**src/rtl/pc_redirect_pkg.sv**
```systemverilog
// Shared types and widths for the PC redirect controller.
// Used by pc_redirect_ctrl and its optional statistics counter.
package pc_redirect_pkg;

    localparam int unsigned PC_W   = 32;
    localparam int unsigned HALF_W = 16;

    typedef enum logic [2:0] {
        StIdle,
        StRetHi,
        StRetLo,
        StRetLd,
        StIntPushHi,
        StIntPushLo,
        StIntLd
    } state_e;

endpackage

```
**src/rtl/redirect_stat_cnt.sv**
```systemverilog
// Free-running count of PC redirects (cycles with pc_load high), wrapping at 16 bits.
// Only instantiated when REDIRECT_STAT_EN is defined.
module redirect_stat_cnt
    import pc_redirect_pkg::*;
(
    input  logic              clk,
    input  logic              rst,
    input  logic              inc,
    output logic [HALF_W-1:0] cnt
);

    logic [HALF_W-1:0] cnt_q;

    always_ff @(posedge clk) begin
        if (rst) begin
            cnt_q <= '0;
        end else if (inc) begin
            cnt_q <= cnt_q + HALF_W'(1);
        end
    end

    assign cnt = cnt_q;

endmodule

```
**src/rtl/pc_redirect_ctrl.sv**
```systemverilog
// Program-flow redirect sequencer: jumps, RET (two-half PC pop) and interrupts (EPC push).
// Optional redirect counter output enabled by defining REDIRECT_STAT_EN.
module pc_redirect_ctrl
    import pc_redirect_pkg::*;
#(
    parameter logic [PC_W-1:0] INT_VECTOR = 32'h0000_0020
) (
    input  logic              clk,
    input  logic              rst,
    input  logic              stall,
    input  logic              jmp_taken,
    input  logic [PC_W-1:0]   jmp_target,
    input  logic              ret_req,
    input  logic              intr,
    input  logic [PC_W-1:0]   ret_pc,
    input  logic [HALF_W-1:0] mem_rdata,
    output logic              pc_load,
    output logic [PC_W-1:0]   pc_next,
    output logic              freeze_pc,
    output logic              flush_fd,
    output logic              flush_de,
    output logic              mem_req,
    output logic              mem_we,
    output logic [HALF_W-1:0] mem_wdata,
    output logic              sp_inc,
    output logic              sp_dec,
`ifdef REDIRECT_STAT_EN
    output logic [HALF_W-1:0] redirect_cnt,
`endif
    output logic              busy
);

    state_e            state_q, state_d;
    logic              int_pend_q, int_pend_d;
    logic [PC_W-1:0]   epc_q, epc_d;
    logic [HALF_W-1:0] hi_q, hi_d;

    always_ff @(posedge clk) begin
        if (rst) begin
            state_q    <= StIdle;
            int_pend_q <= 1'b0;
            epc_q      <= '0;
            hi_q       <= '0;
        end else begin
            state_q    <= state_d;
            int_pend_q <= int_pend_d;
            epc_q      <= epc_d;
            hi_q       <= hi_d;
        end
    end

    always_comb begin
        state_d    = state_q;
        int_pend_d = int_pend_q | intr;
        epc_d      = epc_q;
        hi_d       = hi_q;
        pc_load    = 1'b0;
        pc_next    = '0;
        flush_fd   = 1'b0;
        flush_de   = 1'b0;
        mem_req    = 1'b0;
        mem_we     = 1'b0;
        mem_wdata  = '0;
        sp_inc     = 1'b0;
        sp_dec     = 1'b0;

        unique case (state_q)
            StIdle: begin
                // A same-cycle intr pulse counts as pending so service starts immediately.
                if (!stall) begin
                    if (jmp_taken) begin
                        pc_load  = 1'b1;
                        pc_next  = jmp_target;
                        flush_fd = 1'b1;
                        flush_de = 1'b1;
                    end else if (ret_req) begin
                        state_d = StRetHi;
                    end else if (int_pend_q || intr) begin
                        epc_d      = ret_pc;
                        int_pend_d = 1'b0;
                        state_d    = StIntPushHi;
                    end
                end
            end
            StRetHi: begin
                mem_req = 1'b1;
                sp_inc  = 1'b1;
                state_d = StRetLo;
            end
            StRetLo: begin
                hi_d    = mem_rdata;
                mem_req = 1'b1;
                sp_inc  = 1'b1;
                state_d = StRetLd;
            end
            StRetLd: begin
                pc_load  = 1'b1;
                pc_next  = {hi_q, mem_rdata};
                flush_de = 1'b1;
                state_d  = StIdle;
            end
            // Low half is pushed first so the RET pop (high then low) sees it last.
            StIntPushHi: begin
                mem_req   = 1'b1;
                mem_we    = 1'b1;
                mem_wdata = epc_q[HALF_W-1:0];
                sp_dec    = 1'b1;
                state_d   = StIntPushLo;
            end
            StIntPushLo: begin
                mem_req   = 1'b1;
                mem_we    = 1'b1;
                mem_wdata = epc_q[PC_W-1:HALF_W];
                sp_dec    = 1'b1;
                state_d   = StIntLd;
            end
            StIntLd: begin
                pc_load  = 1'b1;
                pc_next  = INT_VECTOR;
                flush_de = 1'b1;
                state_d  = StIdle;
            end
            default: state_d = StIdle;
        endcase

        busy      = (state_q != StIdle);
        freeze_pc = busy;
        flush_fd  = flush_fd | busy;

        if (stall) begin
            state_d = state_q;
            hi_d    = hi_q;
            epc_d   = epc_q;
            mem_req = 1'b0;
            sp_inc  = 1'b0;
            sp_dec  = 1'b0;
            pc_load = 1'b0;
        end
    end

`ifdef REDIRECT_STAT_EN
    redirect_stat_cnt u_stat_cnt (
        .clk (clk),
        .rst (rst),
        .inc (pc_load),
        .cnt (redirect_cnt)
    );
`endif

endmodule
```
**config.mk**
```make
export PLATFORM = sky130hd
export DESIGN_NAME = pc_redirect_ctrl
export DESIGN_NICKNAME = d
export VERILOG_FILES = /design/src/rtl/pc_redirect_pkg.sv /design/src/rtl/redirect_stat_cnt.sv /design/src/rtl/pc_redirect_ctrl.sv
export SDC_FILE = /design/constraint.sdc
export NUM_CORES = 1
export LEC_CHECK = 0
export ABC_AREA = 0
export BUFFER_PORTS_ARGS = -buffer_cell sky130_fd_sc_hd__buf_4
export CAP_MARGIN = 20
export CORE_MARGIN = 2
export CORE_UTILIZATION = 38
export CTS_CLUSTER_SIZE = 28
export DETAILED_ROUTE_END_ITERATION = 6
export HOLD_SLACK_MARGIN = 0.08
export PLACE_DENSITY = 0.68
export SYNTH_ARGS = -nofsm -noshare
export SYNTH_HDL_FRONTEND = slang
export SYNTH_SLANG_ARGS = --single-unit
```
**constraint.sdc**
```tcl
create_clock -name clk -period 1.8 [get_ports clk]
set_input_delay 0.27 -clock clk [delete_from_list [all_inputs] [get_ports clk]]
set_output_delay 0.27 -clock clk [all_outputs]
set_load 0.05 [all_outputs]
```
==> flow_metrics.env, run 1 <==
export IMPL_final_nets=554
export IMPL_die_width_um=91.9
export IMPL_total_congestion_overflow_after_global_routing=0
export IMPL_cp_cell_sequence="nor2_4 > and3_4 > buf_12 > a22o_1 > buf_6"
export IMPL_synth_async_reset_ratio_pct=0
export IMPL_syn_avg_cell_area_sq_um=8.74
export IMPL_routed_wire_length_per_instance_um=14.2
export IMPL_vdd_ir_drop_max_uv=309
export IMPL_layoutNonFillerInstCount=571
export IMPL_floorplan_initialDensity_pct=38.6
export IMPL_cp_data_arrival_time_ns=1.55
export IMPL_sequential_to_total_area_share_from_yosys_stat_pct=35.5
export IMPL_yosys_area_share_simple_pct=26.3
export IMPL_p_leak_nw=1.84
export IMPL_p_switching_mw=1.07
export IMPL_timing_critical_path_slowest_cell_delay_ns=0.38
export IMPL_result_of_the_run="finished with violations"
export IMPL_final_layout_size_suffix_gt1_share_pct=40.9
export IMPL_synth_top_cell_by_area="dfxtp_1"
export IMPL_synthAdderAreaFrac_pct=0
export IMPL_synth_top_family_by_area="simple AND/OR/NAND/NOR gates"
export IMPL_design_core_area_sq_um=7610
export IMPL_final_antenna_net_count=0
export IMPL_timing_max_slew_rel_slack_pct=66.2
export IMPL_relative_contribution_of_sequential_cells_to_total_power_pct=38.2
export IMPL_clock_skew_final_ns=0.00829
export IMPL_timing_setup_critical_path_class="reg2out"
export IMPL_synth_compound_area_share_pct=14.3
export IMPL_achievable_frequency_ghz=0.550
export IMPL_cts_sinks=52
export IMPL_route_detailed_drc=0
export IMPL_antenna_found_initial=0
export IMPL_cts_tree="done"
export IMPL_post_route_worst_setup_slack_ns=-0.0179
export IMPL_synthesized_instance_count=336
export IMPL_grt_util_all_layers_pct=18.3
export IMPL_synth_ff_type="dfxtp_1"
export IMPL_hpwlAfterDp_um=5610
export IMPL_die_area_sq_um=8440
export IMPL_antenna_cells_inserted=0
export IMPL_synth_edff_count=0
export IMPL_sw_frac_of_total_pct=33.4
export IMPL_final_hold_violation_count=0
export IMPL_timing_critical_path_slowest_stage_cell="dfxtp_4"
export IMPL_critPathCaptureType="output pin"
export IMPL_dieHeight_um=91.9
export IMPL_avgViaCountPerCell=4.94
export IMPL_regToRegSetupSlack_ns=0.29
export IMPL_cts_clk_slew_worst_paths_ns=0.10
export IMPL_finish_instance_area_sq_um=4530
export IMPL_ys_warn_count=0
export IMPL_layout_area_overhead_vs_synth_pct=54.5
export IMPL_p_total_mw=3.20
export IMPL_rsz0062_at_grt="yes"
export IMPL_number_of_global_route_vias_before_repair=2638
export IMPL_synth_xor_xnor_area_share_pct=0.298
export IMPL_gp_routability_congestion=0.758
export IMPL_postSynthNetCount=422
export IMPL_placed_cells_incl_taps=559
export IMPL_port_buffers=142
export IMPL_cts_root_buf="clkbuf_8"
export IMPL_clkPwrFrac_pct=25.1
export IMPL_finalSetupViolCount=6
export IMPL_pwr_density_cell_nw_per_um2=707
export IMPL_cts_root_to_sink_buffers=2
export IMPL_start_kind="flop"
export IMPL_synth_seq_cells=52
export IMPL_dpl_cell_area_sq_um=4120
export IMPL_finalHoldWorstSlack_ns=0.216
export IMPL_pin_count=143
export IMPL_comb_power_share_pct=36.7
export IMPL_failing_checks="negative setup slack"
export IMPL_clock_insertion_delay_worst_skew_ns=0.30
export IMPL_cap_violations=0
export IMPL_finalWorstPathRequiredPeriod_ns=1.82
export IMPL_critical_path_data_required_time_ns=1.53
export IMPL_finalCritPeriodShare_pct=101
export IMPL_grt_pass1_wl_um=12600
export IMPL_grt_max_degree=73
export IMPL_mappedNetlistArea_sq_um=2940
export IMPL_cp_max_fo=17
export IMPL_wl_um=8090
export IMPL_finalMaxSlewViolations=0
export IMPL_final_core_util_pct=59.6
export IMPL_p_int_mw=2.13
export IMPL_synth_top_cells_by_area="dfxtp_1 (35%), mux2i_1 (16%), nand2b_1 (14%)"
export IMPL_holdCritPathClass="in2reg"
export IMPL_tritoncts_num_buffers=5
export IMPL_netlist_cell_type_count=30
export IMPL_synth_top_cell_area_share_pct=35.5
export IMPL_detailroute_via_count=2823
export IMPL_drt_first_iter_violations=77
export IMPL_drt_pre_antenna_iters=4
export IMPL_placement_rows=32
export IMPL_synth_area_mux_share_pct=16.8
export IMPL_tightest_slew_ns=0.507
export IMPL_h_tree_levels=2
-- power groups by stage --
stage | sequential [mW] | combinational, mW | clock, mW
final | 1.22 | 1.17 | 0.805
after global routing | 1.23 | 1.24 | 0.881
after CTS | 1.22 | 1.14 | 0.826
after detailed placement | 1.24 | 1.07 | 0
after global placement | 1.24 | 1.06 | 0
after floorplan | 1.23 | 0.698 | 0
-- cells by family after synthesis --
| logic type | Yosys count |
|---|---|
| AOI/OAI and AO/OA | 57 |
| buffers and inverters | 36 |
| and+or+nand+nor | 141 |
| DFF | 52 |
| muxes | 49 |
| xor gates and xnor gates | 1 |
-- path summary, 6_finish.rpt --
kind,to,start,cells after the start
max,pc_next[5],state_q[0],5
min,hi_q[12],mem_rdata[12],3
max reg2reg,hi_q[9],state_q[0],4
min reg2reg,hi_q[14],hi_q[14],2
-- synth_stat cells (all sizes together) (2+ instances only) --
library cell  count
nand2b           67
dfxtp            52
mux2i            48
a22o             32
nand2            32
buf              24
nor2             24
a21oi            17
clkbuf            9
nor2b             5
nor3              4
inv               3
o21ai             3
nand3b            2
or4b              2
-- metrics by stage --
| step | TNS (ns) | setup slack (ns) |
|---|---|---|
| after floorplan | -0.619 | -0.0897 |
| after global placement | 0 | 0.170 |
| after detailed placement | 0 | 0.148 |
| after CTS | -0.854 | -0.0648 |
| after global routing | -2.23 | -0.0924 |
| final | -0.0512 | -0.0179 |
-- registers in the layout, indices dropped and copies added (netlist names) --
register    flops
epc_q          32
hi_q           16
state_q         3
int_pend_q      1
-- critical path, delay by kind of cell (launching register included) --
| kind | cells | cell delay [ns] |
|---|---|---|
| flops | 1 | 0.38 |
| compound gates | 1 | 0.18 |
| simple gates | 2 | 0.36 |
| buf+inv | 2 | 0.31 |
-- placed cells by master (no fill, tap or decap), types with 15 or more instances in the layout --
cell type,n
nand2b_1,66
buf_4,109
dfxtp_1,49
nor2_1,15
buf_6,42
nand2_1,32
a22o_1,32
mux2i_1,48
a21oi_1,16
-- area by class of cell --
| type | count | area (sq um) |
|---|---|---|
| repair buffers | 158 | 1440 |
| fillers | 668 | 3070 |
| well taps | 102 | 128 |
| flip-flops and latches | 52 | 1050 |
| inverters | 3 | 11.3 |
| multi-input cells | 248 | 1790 |
| clock inverters | 3 | 42.5 |
| clock buffers | 5 | 68.8 |
-- layer usage --
| layer | part of all wire (%) | GRT usage, % | vias up |
|---|---|---|---|
| li1 | - | - | 1408 |
| met1 | 41 | 22.3 | 1288 |
| met2 | 49 | 32.0 | 118 |
| met3 | 8.6 | 5.42 | 9 |
| met4 | 1.1 | 3.86 | 0 |
| met5 | 0 | 0 | - |
-- what timing repair did --
item / 4_1_cts / 5_1_grt
buffers inserted: 0 / 1
hold buffers: 0 / 0
gates resized for setup: 47 / 22
cloned: 1 / 2
setup endpoints to repair: 41 / 55
pin swaps: 2 / 3
No activity file was read; power rests on OpenSTA's default activity.
==> inputs of run 2 (changes only) <==
--- a/config.mk
+++ b/config.mk
@@ -9,11 +9,11 @@
 export BUFFER_PORTS_ARGS = -buffer_cell sky130_fd_sc_hd__buf_4
 export CAP_MARGIN = 20
 export CORE_MARGIN = 2
-export CORE_UTILIZATION = 38
+export CORE_UTILIZATION = 46
 export CTS_CLUSTER_SIZE = 28
 export DETAILED_ROUTE_END_ITERATION = 6
 export HOLD_SLACK_MARGIN = 0.08
-export PLACE_DENSITY = 0.68
+export PLACE_DENSITY = 0.8
 export SYNTH_ARGS = -nofsm -noshare
 export SYNTH_HDL_FRONTEND = slang
 export SYNTH_SLANG_ARGS = --single-unit
==> flow_metrics.env, run 2 (same netlist as run 1, synthesis figures left out) <==
export IMPL_pre_cts_slack_ns=0.133
export IMPL_failing_checks="negative setup slack"
export IMPL_timing_hold_worst_path_depth=3
export IMPL_holdCritPathClass="in2reg"
export IMPL_die_area_sq_um=7040
export IMPL_worstReg2RegStart="state_q[1]"
export IMPL_cp_startpoint="state_q[2]"
export IMPL_timing_max_slew_rel_slack_pct=66.2
export IMPL_cts_clk_slew_worst_paths_ns=0.11
export IMPL_cts_root_to_sink_buffers=2
export IMPL_timing_setup_critical_path_class="reg2out"
export IMPL_layout_area_overhead_vs_synth_pct=54.0
export IMPL_wl_um=8320
export IMPL_pin_count=143
export IMPL_result_of_the_run="finished with violations"
export IMPL_register_area_sq_um=1050
export IMPL_largest_register_ffs=32
export IMPL_rsz0062_at_grt="yes"
export IMPL_crit_reg2reg_capture="hi_q[12]"
export IMPL_cts_root_buf="clkbuf_8"
export IMPL_grt_max_degree=74
export IMPL_port_buffers=142
export IMPL_grt_util_all_layers_pct=23.0
export IMPL_number_of_global_route_vias_before_repair=2835
export IMPL_cts_tree="done"
export IMPL_finalMaxSlewViolations=0
export IMPL_area_of_combinational_cells_with_multiple_inputs_sq_um=1790
export IMPL_final_core_util_pct=72.0
export IMPL_ctsHoldBuffers=0
export IMPL_start_kind="flop"
export IMPL_dieHeight_um=83.9
export IMPL_design_core_area_sq_um=6280
export IMPL_achievable_frequency_ghz=0.546
export IMPL_n_fill_cell=492
export IMPL_final_hold_violation_count=0
export IMPL_cp_max_fo=17
export IMPL_timing_reg2reg_worst_path_depth=5
export IMPL_final_antenna_net_count=0
export IMPL_final_cell_mix="buf_4 (112), nand2b_1 (67), dfxtp_1 (49)"
export IMPL_tritoncts_num_buffers=5
export IMPL_cts_sinks=52
export IMPL_worstHoldEndpoint="hi_q[11]"
export IMPL_cap_violations=0
export IMPL_route_detailed_drc=0
export IMPL_finalSetupViolCount=20
export IMPL_final_common_cell="buf_4"
export IMPL_h_tree_levels=2
export IMPL_avgViaCountPerCell=5.21
export IMPL_drt_pre_antenna_iters=4
export IMPL_top_register="epc_q"
export IMPL_vdd_ir_drop_max_uv=396
export IMPL_placement_rows=29
export IMPL_gp_routability_congestion=0.779
export IMPL_clock_insertion_delay_worst_skew_ns=0.31
export IMPL_critical_path_data_required_time_ns=1.53
export IMPL_tightest_slew_ns=0.507
export IMPL_post_route_worst_setup_slack_ns=-0.0320
export IMPL_total_congestion_overflow_after_global_routing=0
export IMPL_drt_first_iter_violations=113
export IMPL_critPathCaptureType="output pin"
export IMPL_finalCritPeriodShare_pct=102
export IMPL_antenna_found_initial=0
export IMPL_regToRegSetupSlack_ns=0.28
export IMPL_largest_registers="epc_q: 32 flops, hi_q: 16 flops, state_q: 3 flops"
export IMPL_antenna_cells_inserted=0
export IMPL_die_width_um=83.9
export IMPL_hpwlAfterDp_um=5630
export IMPL_final_layout_size_suffix_gt1_share_pct=41.5
export IMPL_finalWorstPathRequiredPeriod_ns=1.83
export IMPL_floorplan_initialDensity_pct=46.8
export IMPL_final_nets=557
export IMPL_cp_data_arrival_time_ns=1.56
export IMPL_p_leak_nw=1.86
export IMPL_grt_pass1_wl_um=13300
export IMPL_detailroute_via_count=2862
export IMPL_pwr_density_cell_nw_per_um2=714
export IMPL_routed_wire_length_per_instance_um=15.2
export IMPL_clock_skew_final_ns=0.0132
export IMPL_hp_start="mem_rdata[11]"
-- run 2: changes by cell type in the layout (fill, tap and decap cells not counted), moves of 2 or more --
| cell | delta |
|---|---|
| mux2i_1 | -3 |
| buf_4 | +3 |
| mux2i_2 | +3 |
| nor2_4 | -2 |
-- run 2: area by class of cell --
class,instances,share of cell area (%)
tap,77,2.13
clock inverter,3,1.02
clock buffer,5,1.52
sequential,52,23.2
multi-input combinational,248,39.5
timing repair buffer,161,32.4
inverter,3,0.249
-- run 2: per-stage QoR --
| stage | instances | hold slack, ns | power (mW) | setup TNS [ns] | cell area, sq um |
|---|---|---|---|---|---|
| 3_5_place_dp | 535 | 0.450 | 2.29 | 0 | 4070 |
| 2_1_floorplan | 336 | 0.406 | 1.93 | -0.619 | 2960 |
| 3_3_place_gp | 535 | 0.444 | 2.28 | 0 | 4070 |
| 4_1_cts | 549 | 0.207 | 3.22 | -0.345 | 4470 |
| 5_1_grt | 549 | 0.195 | 3.38 | -2.40 | 4520 |
| 6_report | 549 | 0.206 | 3.23 | -0.179 | 4520 |
-- run 2: worst max path at each step --
stage | end
floorplan | mem_wdata[14]
global placement | pc_next[5]
detailed placement | pc_next[19]
CTS | pc_next[19]
global route | pc_next[19]
finish | pc_next[19]
-- run 2: worst max-delay path: stages, from the launching register on --
cell	delay [ns]
dfxtp_4	0.38
nor2_4	0.13
and3_4	0.25
buf_12	0.16
a22o_1	0.18
buf_6	0.17
-- run 2: timing repair --
item / 4_1_cts / 5_1_grt
pin swaps: 4 / 6
setup buffers: 4 / 0
setup endpoints to repair: 53 / 53
gates cloned: 2 / 0
gates resized for setup: 62 / 12
hold endpoints to repair: 0 / 0
-- run 2: power by group --
part           leakage, nW  internal, mW  total, mW  switching [mW]
sequential           0.423          1.19       1.23          0.0323
clock               0.0600         0.422      0.830           0.408
combinational         1.37         0.530       1.17           0.645
-- run 2: metal layers --
metal / global-route usage [%] / share of wire [%]
met3: 5.14 / 6.6
met2: 41.6 / 50
met1: 27.0 / 41
met4: 6.89 / 2.1
met5: 0 / 0
